[src/rtl/pg_scheduler.sv]
// pg_scheduler: frame-synchronous pattern scheduler for the VGA path.
// Selects the displayed pattern and its configuration from manual switches, a
// debounced advance button, or an automatic slideshow. All changes are applied
// only at a valid vertical-sync boundary so a frame never tears.
//
// Ports:
//   clock        pixel clock
//   rst          asynchronous active-high reset
//   vSync        vertical sync (same clock domain)
//   vActive      vertical active-video flag
//   SW[9:0]      [9] auto enable, [8] freeze, [7:3] config, [2:0] manual index
//   KEY_ADV      raw advance button, active-low, asynchronous
//   pattern      pattern index to the pattern generator
//   cfg          latched copy of SW[7:3]
//   auto_mode    high while in AUTO
//   frame_start  one-cycle pulse per valid frame boundary
//   frame_count  valid boundaries since reset (wraps)
//   timing_err   sticky: vSync edge seen while vActive was high
module pg_scheduler #(
  parameter int unsigned NUM_PATTERNS    = 8,
  parameter int unsigned FRAMES_PER_STEP = 60,
  parameter int unsigned DEBOUNCE_CYCLES = 250000,
  parameter bit          VS_ACTIVE_LOW   = 1'b1
) (
  input  logic        clock,
  input  logic        rst,
  input  logic        vSync,
  input  logic        vActive,
  input  logic [9:0]  SW,
  input  logic        KEY_ADV,
  output logic [2:0]  pattern,
  output logic [4:0]  cfg,
  output logic        auto_mode,
  output logic        frame_start,
  output logic [15:0] frame_count,
  output logic        timing_err
);

  localparam int unsigned DB_W   = $clog2(DEBOUNCE_CYCLES + 1);
  localparam int unsigned STEP_W = 16;
  localparam int unsigned PAT_W  = 3;

  typedef enum logic [1:0] {
    ST_MANUAL = 2'd0,
    ST_AUTO   = 2'd1,
    ST_HOLD   = 2'd2
  } state_t;

  state_t            state, state_n;
  logic              vs_d;
  logic              edge_c, boundary_c;
  logic              key_meta, key_sync, key_level;
  logic [DB_W-1:0]   db_cnt;
  logic              press_c, adv_pending, adv_c;
  logic [STEP_W-1:0] step, step_n, step_base;
  logic [PAT_W-1:0]  pattern_n, pat_inc, pat_sel;
  logic [4:0]        cfg_n;

  // Frame boundary detection; edges during active video are flagged, not used
  always_comb begin
    edge_c     = VS_ACTIVE_LOW ? (vs_d & ~vSync) : (~vs_d & vSync);
    boundary_c = edge_c & ~vActive;
  end

  always_ff @(posedge clock or posedge rst) begin
    if (rst) begin
      vs_d <= VS_ACTIVE_LOW;
    end else begin
      vs_d <= vSync;
    end
  end

  // Button synchronizer and debounce; accepted level idles high (released)
  always_ff @(posedge clock or posedge rst) begin
    if (rst) begin
      key_meta  <= 1'b1;
      key_sync  <= 1'b1;
      key_level <= 1'b1;
      db_cnt    <= '0;
    end else begin
      key_meta <= KEY_ADV;
      key_sync <= key_meta;
      if (key_sync != key_level) begin
        if (db_cnt == DB_W'(DEBOUNCE_CYCLES - 1)) begin
          key_level <= key_sync;
          db_cnt    <= '0;
        end else begin
          db_cnt <= db_cnt + DB_W'(1);
        end
      end else begin
        db_cnt <= '0;
      end
    end
  end

  // Press = accepted high-to-low transition, visible in the cycle it is accepted
  always_comb begin
    press_c = (key_sync != key_level) && !key_sync &&
              (db_cnt == DB_W'(DEBOUNCE_CYCLES - 1));
    adv_c   = adv_pending | press_c;
  end

  // Presses collapse into one pending advance, consumed at every boundary
  always_ff @(posedge clock or posedge rst) begin
    if (rst) begin
      adv_pending <= 1'b0;
    end else if (boundary_c) begin
      adv_pending <= 1'b0;
    end else if (press_c) begin
      adv_pending <= 1'b1;
    end
  end

  // State register
  always_ff @(posedge clock or posedge rst) begin
    if (rst) begin
      state <= ST_MANUAL;
    end else begin
      state <= state_n;
    end
  end

  // Next state and next pattern/config/step, evaluated only at a boundary
  always_comb begin
    state_n   = state;
    pattern_n = pattern;
    cfg_n     = cfg;
    step_n    = step;
    step_base = '0;
    pat_inc   = (pattern == PAT_W'(NUM_PATTERNS - 1)) ? '0 : pattern + PAT_W'(1);
    pat_sel   = PAT_W'(32'(SW[2:0]) % NUM_PATTERNS);
    if (boundary_c) begin
      if (SW[8]) begin
        state_n = ST_HOLD;
      end else if (SW[9]) begin
        state_n   = ST_AUTO;
        cfg_n     = SW[7:3];
        // A fresh entry into AUTO starts counting from zero
        step_base = (state == ST_AUTO) ? step : '0;
        if ((step_base == STEP_W'(FRAMES_PER_STEP - 1)) || adv_c) begin
          pattern_n = pat_inc;
          step_n    = '0;
        end else begin
          step_n = step_base + STEP_W'(1);
        end
      end else begin
        state_n   = ST_MANUAL;
        cfg_n     = SW[7:3];
        step_n    = '0;
        pattern_n = adv_c ? pat_inc : pat_sel;
      end
    end
  end

  // Registered outputs
  always_ff @(posedge clock or posedge rst) begin
    if (rst) begin
      pattern     <= '0;
      cfg         <= '0;
      step        <= '0;
      auto_mode   <= 1'b0;
      frame_start <= 1'b0;
      frame_count <= '0;
      timing_err  <= 1'b0;
    end else begin
      pattern     <= pattern_n;
      cfg         <= cfg_n;
      step        <= step_n;
      auto_mode   <= (state_n == ST_AUTO);
      frame_start <= boundary_c;
      if (boundary_c) begin
        frame_count <= frame_count + 16'(1);
      end
      if (edge_c && vActive) begin
        timing_err <= 1'b1;
      end
    end
  end

endmodule
[config.mk]
export PLATFORM = sky130hd
export DESIGN_NAME = pg_scheduler
export DESIGN_NICKNAME = d
export VERILOG_FILES = /design/src/rtl/pg_scheduler.sv
export SDC_FILE = /design/constraint.sdc
export NUM_CORES = 1
export LEC_CHECK = 0
export ABC_AREA = 0
export CAP_MARGIN = 20
export CORE_ASPECT_RATIO = 1.2
export CORE_UTILIZATION = 30
export CTS_BUF_LIST = sky130_fd_sc_hd__clkbuf_4
export DETAILED_ROUTE_END_ITERATION = 10
export GPL_TIMING_DRIVEN = 1
export PLACE_DENSITY = 0.51
export SLEW_MARGIN = 10
export SYNTH_ARGS = -nofsm -noshare
export SYNTH_HDL_FRONTEND = slang
export SYNTH_SLANG_ARGS = --single-unit
[constraint.sdc]
create_clock -name clock -period 4.9 [get_ports clock]
set_clock_uncertainty 0.05 [all_clocks]
set_input_delay 0.98 -clock clock [delete_from_list [all_inputs] [get_ports clock]]
set_output_delay 0.98 -clock clock [all_outputs]
set_load 0.1 [all_outputs]
## After elaboration in Yosys (flattened, before gate mapping)

Cells that the tools add are included.

| word-level totals | value |
|---|---|
| register bits | 68 |
| bits in latches | 0 |
| RAM bits | 0 |
| memory bits (read-only) | 0 |
| bits of input ports | 15 |
| word-level logic and storage cells | 54 |
| memories kept | 0 |

| cells by class | value |
|---|---|
| $add $sub $neg | 4 |
| multipliers | 0 |
| div/mod/pow operators | 0 |
| order comparisons | 0 |
| equality and inequality tests | 7 |
| shifts and indexed selects | 0 |
| mux-type cells | 14 |
| bitwise gates (word level) | 6 |
| reductions and logical operators | 9 |

Operators by type and width:

| cell | count |
|---|---|
| 16-bit two-way mux | 3 |
| 18-bit two-way mux | 2 |
| 16-bit by 1-bit adder with 16-bit output, second input constant | 2 |
| 18-bit by 1-bit adder with 18-bit output, second input constant | 1 |
| 18-bit equality test, second input constant | 1 |
| 16-bit by 6-bit equality test with 1-bit output, second input constant | 1 |
| 3-bit two-way mux | 4 |
| 2-bit by 1-bit equality test with 1-bit output, second input constant | 2 |
| 2-bit two-way mux | 2 |
| 2-bit AND reduction | 2 |
| 3-bit by 1-bit adder with 3-bit output, second input constant | 1 |
| 3-bit equality test, second input constant | 1 |
| 1-bit logical AND | 3 |
| 1-bit two-way mux | 3 |
| 1-bit NOT | 3 |
| 3-bit AND reduction | 1 |
| 1-bit bitwise AND | 2 |
| 2-bit by 1-bit inequality test with 1-bit output, second input constant | 1 |
| 2-bit nonzero test | 1 |
| 1-bit logical NOT | 1 |
| 1-bit logical OR | 1 |
| 1-bit inequality test | 1 |
| 1-bit bitwise OR | 1 |

## Depth between registers and ports, before layout

| depth | value |
|---|---|
| depth after elaboration | 7 |
| mapped depth | 8 |

## Worst setup path after synthesis

OpenSTA, ideal clock, no wires.

| path | value |
|---|---|
| path kind | input-to-reg |
| from | input vSync |
| to | register step[3] |
| arrival time | 2265 ps |
| data required time | 4767 ps |
| path slack | 2503 ps |
| cell stages on the path | 6 |
| buffers on the path | 1 |
| cell sequence | nor3b_4 > nand2b_1 > buf_4 > a211oi_1 > a31oi_1 > o21ai_0 |

| on the way | value |
|---|---|
| word-level cells in the longest chain between the ends | 4 |

RTL lines:

| element | line | text |
|---|---|---|
| start, declared | 27 | `input logic vSync,` |
| 1-bit NOT | 61 | `edge_c = VS_ACTIVE_LOW ? (vs_d & ~vSync) : (~vs_d & vSync);` |
| 1-bit bitwise AND | 61 |  |
| 1-bit bitwise AND | 62 | `boundary_c = edge_c & ~vActive;` |
| 2-bit AND reduction (no source line) | n/a |  |
| end signal, assigned | 168 | `step <= step_n;` |
| end, declared | 55 | `logic [STEP_W-1:0] step, step_n, step_base;` |

Every way passes these cells.
A chain may end at the register's enable or synchronous reset.

## Worst setup path in the final report

| path | value |
|---|---|
| from | input vSync |
| to | register step[3] |

| on the way | value |
|---|---|
| word-level cells in the longest chain between the ends | 4 |

RTL lines:

| element | line | text |
|---|---|---|
| 1-bit NOT | 61 |  |
| 1-bit bitwise AND | 61 |  |
| 1-bit bitwise AND | 62 |  |
| net boundary_c | 51 | `logic edge_c, boundary_c;` |
| 2-bit AND reduction (no source line) | n/a |  |

The timed path passes the listed nets, and every way through them passes these cells.

==> results.json <==
{
  "cts_hold_buf": 0,
  "path_clk_slew_ns": 0.10,
  "area_growth_pct": 21.5,
  "synth_area_sq_um": 3310,
  "setup_viol": 0,
  "port_buffers": 41,
  "fp.coreArea_sq_um": 10600,
  "max-slew-margin-rel": 0.319,
  "setup.worst_path.start_class": "input pin",
  "grt_max_degree": 38,
  "htree_num_levels": 3,
  "grt_pass1_vias": 2510,
  "wl_per_cell_um": 14.3,
  "ys.flop_type": "dfrtp_1",
  "via_per_inst": 5.12,
  "crit_fanout": 20,
  "drc": 3,
  "violations": "design-rule violations",
  "die_area_sq_um": 11500,
  "place_congestion": 0.801,
  "mostFrequentLayoutCells": "dfrtp_1, clkdlybuf4s50_1, nand2_1",
  "hold_path_class": "flop to flop",
  "fp.dieW_um": 98.0,
  "ir_worst_vdd_mv": 0.153,
  "antenna_cells": 0,
  "io_pins": 42,
  "fmax_mhz": 307,
  "fin_tns_setup_ns": 0,
  "clkLatencyLatePin_ns": 0.41,
  "power_density_nw_per_um2": 388,
  "post_cts_buffers": 0,
  "drv_slew": 0,
  "drive_above_1_share": 0.111,
  "drt_iter0_drc": 74,
  "ant_nets": 0,
  "seq_area_frac_synth": 0.515,
  "grt_overflow_total": 0,
  "firstDrtPassIters": 7,
  "place_ws_ns": 1.20,
  "fin_area_sq_um": 4030,
  "hold_violations": 0,
  "syn_nets": 340,
  "synth_edf_count": 0,
  "crit_type": "input pin to flop",
  "die_y_um": 117,
  "tightest_slew_ns": 1.02,
  "fin_crit_ns": 3.26,
  "final_util": 0.379,
  "syn_inst": 319,
  "grtUsageTotal": 0.137,
  "cts_tree": "done",
  "layout_commonest_cell": "dfrtp_1",
  "grt_pass1_wl_mm": 12.3,
  "routed_wl_mm": 7.11,
  "cts_made_buffers": 9,
  "vias": 2554,
  "antenna_found_initial": 0,
  "required_ns": 5.18,
  "timing.final.crit_share": 0.665,
  "arrival_ns": 3.53,
  "whs_ns": 0.312,
  "row_count": 41,
  "synth.distinct_cells": 51,
  "nets": 386,
  "worst_setup_path_end_kind": "flop",
  "start_util": 0.312,
  "ys_warn_count": 0,
  "rsz0062_at_grt": "false",
  "clockRootBuffer": "clkbuf_4",
  "drv_cap": 0,
  "clock_path_buffers": 2,
  "post_cts_resize_count": 0,
  "fin_ws_ns": 1.64,
  "placed_area_sq_um": 3870,
  "avgSynthCellArea_sq_um": 10.4,
  "place_hpwl_mm": 5.08,
  "ys_ff_latch": 68,
  "synthArstFlopShare": 1.00,
  "clock_sinks": 68,
  "p_leak_nw": 1.69,
  "outcome": "complete, but fails checks"
}
## worst max-delay path: stages
cell	delay (ns)
clkdlybuf4s50_1	0.53
nor3b_4	0.41
nand2b_1	0.53
a211o_2	0.51
or4_1	0.48
o21ai_0	0.09
## registers in the layout, summed over array words and instances, names as in the netlist, 2 cells and up
| register | count |
|---|---|
| db_cnt | 18 |
| frame_count | 16 |
| step | 16 |
| cfg | 5 |
| pattern | 3 |
| state | 2 |
## routing by layer
layer	vias to the layer above	GRT usage	routed length, um
met5	-	0	0
met4	0	0.0727	182
met3	16	0.0220	196
met2	50	0.228	3410
met1	1232	0.171	3320
li1	1256	-	-
## synthesized netlist by cell type (5+ instances only)
cell type	instances	area, sq um
dfrtp_1	64	1600
nand2_1	38	143
nor2_1	27	101
nand3_1	24	120
xnor2_1	17	149
xor2_1	15	131
a31oi_1	13	81.3
nand4_1	12	75.1
inv_1	11	41.3
mux2_2	8	90.1
clkbuf_1	6	22.5
ha_1	6	75.1
o21ai_0	6	30.0
or4_1	6	45.0
and3_1	5	31.3
nor4_1	5	31.3
## layout make-up
type	count	area, sq um
clock buffers	10	75.1
clock inverters	6	80.1
fillers	1055	6590
inverters	11	41.3
multi-input cells	232	1540
flip-flops and latches	68	1710
well taps	129	161
repair buffers	43	425
## path summary, 6_finish.rpt
| check | cells after the start | endpoint | start | slack [ns] |
|---|---|---|---|---|
| worst max-delay path | 6 | step[3]$_DFFE_PP0P_ | vSync | 1.64 |
| worst min-delay path | 0 | key_sync$_DFF_PP1_ | key_meta$_DFF_PP1_ | 0.31 |
| worst max register to register | 5 | step[3]$_DFFE_PP0P_ | vs_d$_DFF_PP1_ | 2.21 |
| worst min register to register | 0 | key_sync$_DFF_PP1_ | key_meta$_DFF_PP1_ | 0.31 |
| max in group asynchronous | 3 | vs_d$_DFF_PP1_ | rst | 2.90 |
| min in group asynchronous | 2 | frame_count[15]$_DFFE_PP0P_ | rst | 0.96 |
## power breakdown
part | internal, W | leakage [nW] | switching, W
combinational | 0.000129 | 0.709 | 0.000366
clock | 0.000209 | 0.0815 | 0.000199
sequential | 0.000611 | 0.903 | 0.0000496
total | 0.000948 | 1.69 | 0.000614
## cells by family (layout without fill, tap and decap cells)
group,Yosys count,in the layout,share of synthesized area
muxes,9,9,0.0302
buffers and inverters,19,70,0.0230
xor gates and xnor gates,32,32,0.0846
DFF,68,68,0.515
AOI/OAI and AO/OA,36,36,0.0770
and+or+nand+nor,149,149,0.248
adders and majority gates,6,6,0.0226
## through the flow
stage	std cells	power, W
global placement	483	0.00117
finish	499	0.00156
detailed placement	483	0.00117
CTS	499	0.00159
floorplan	319	0.00104
global route	499	0.00164
Power figures use the tool's default switching activity.
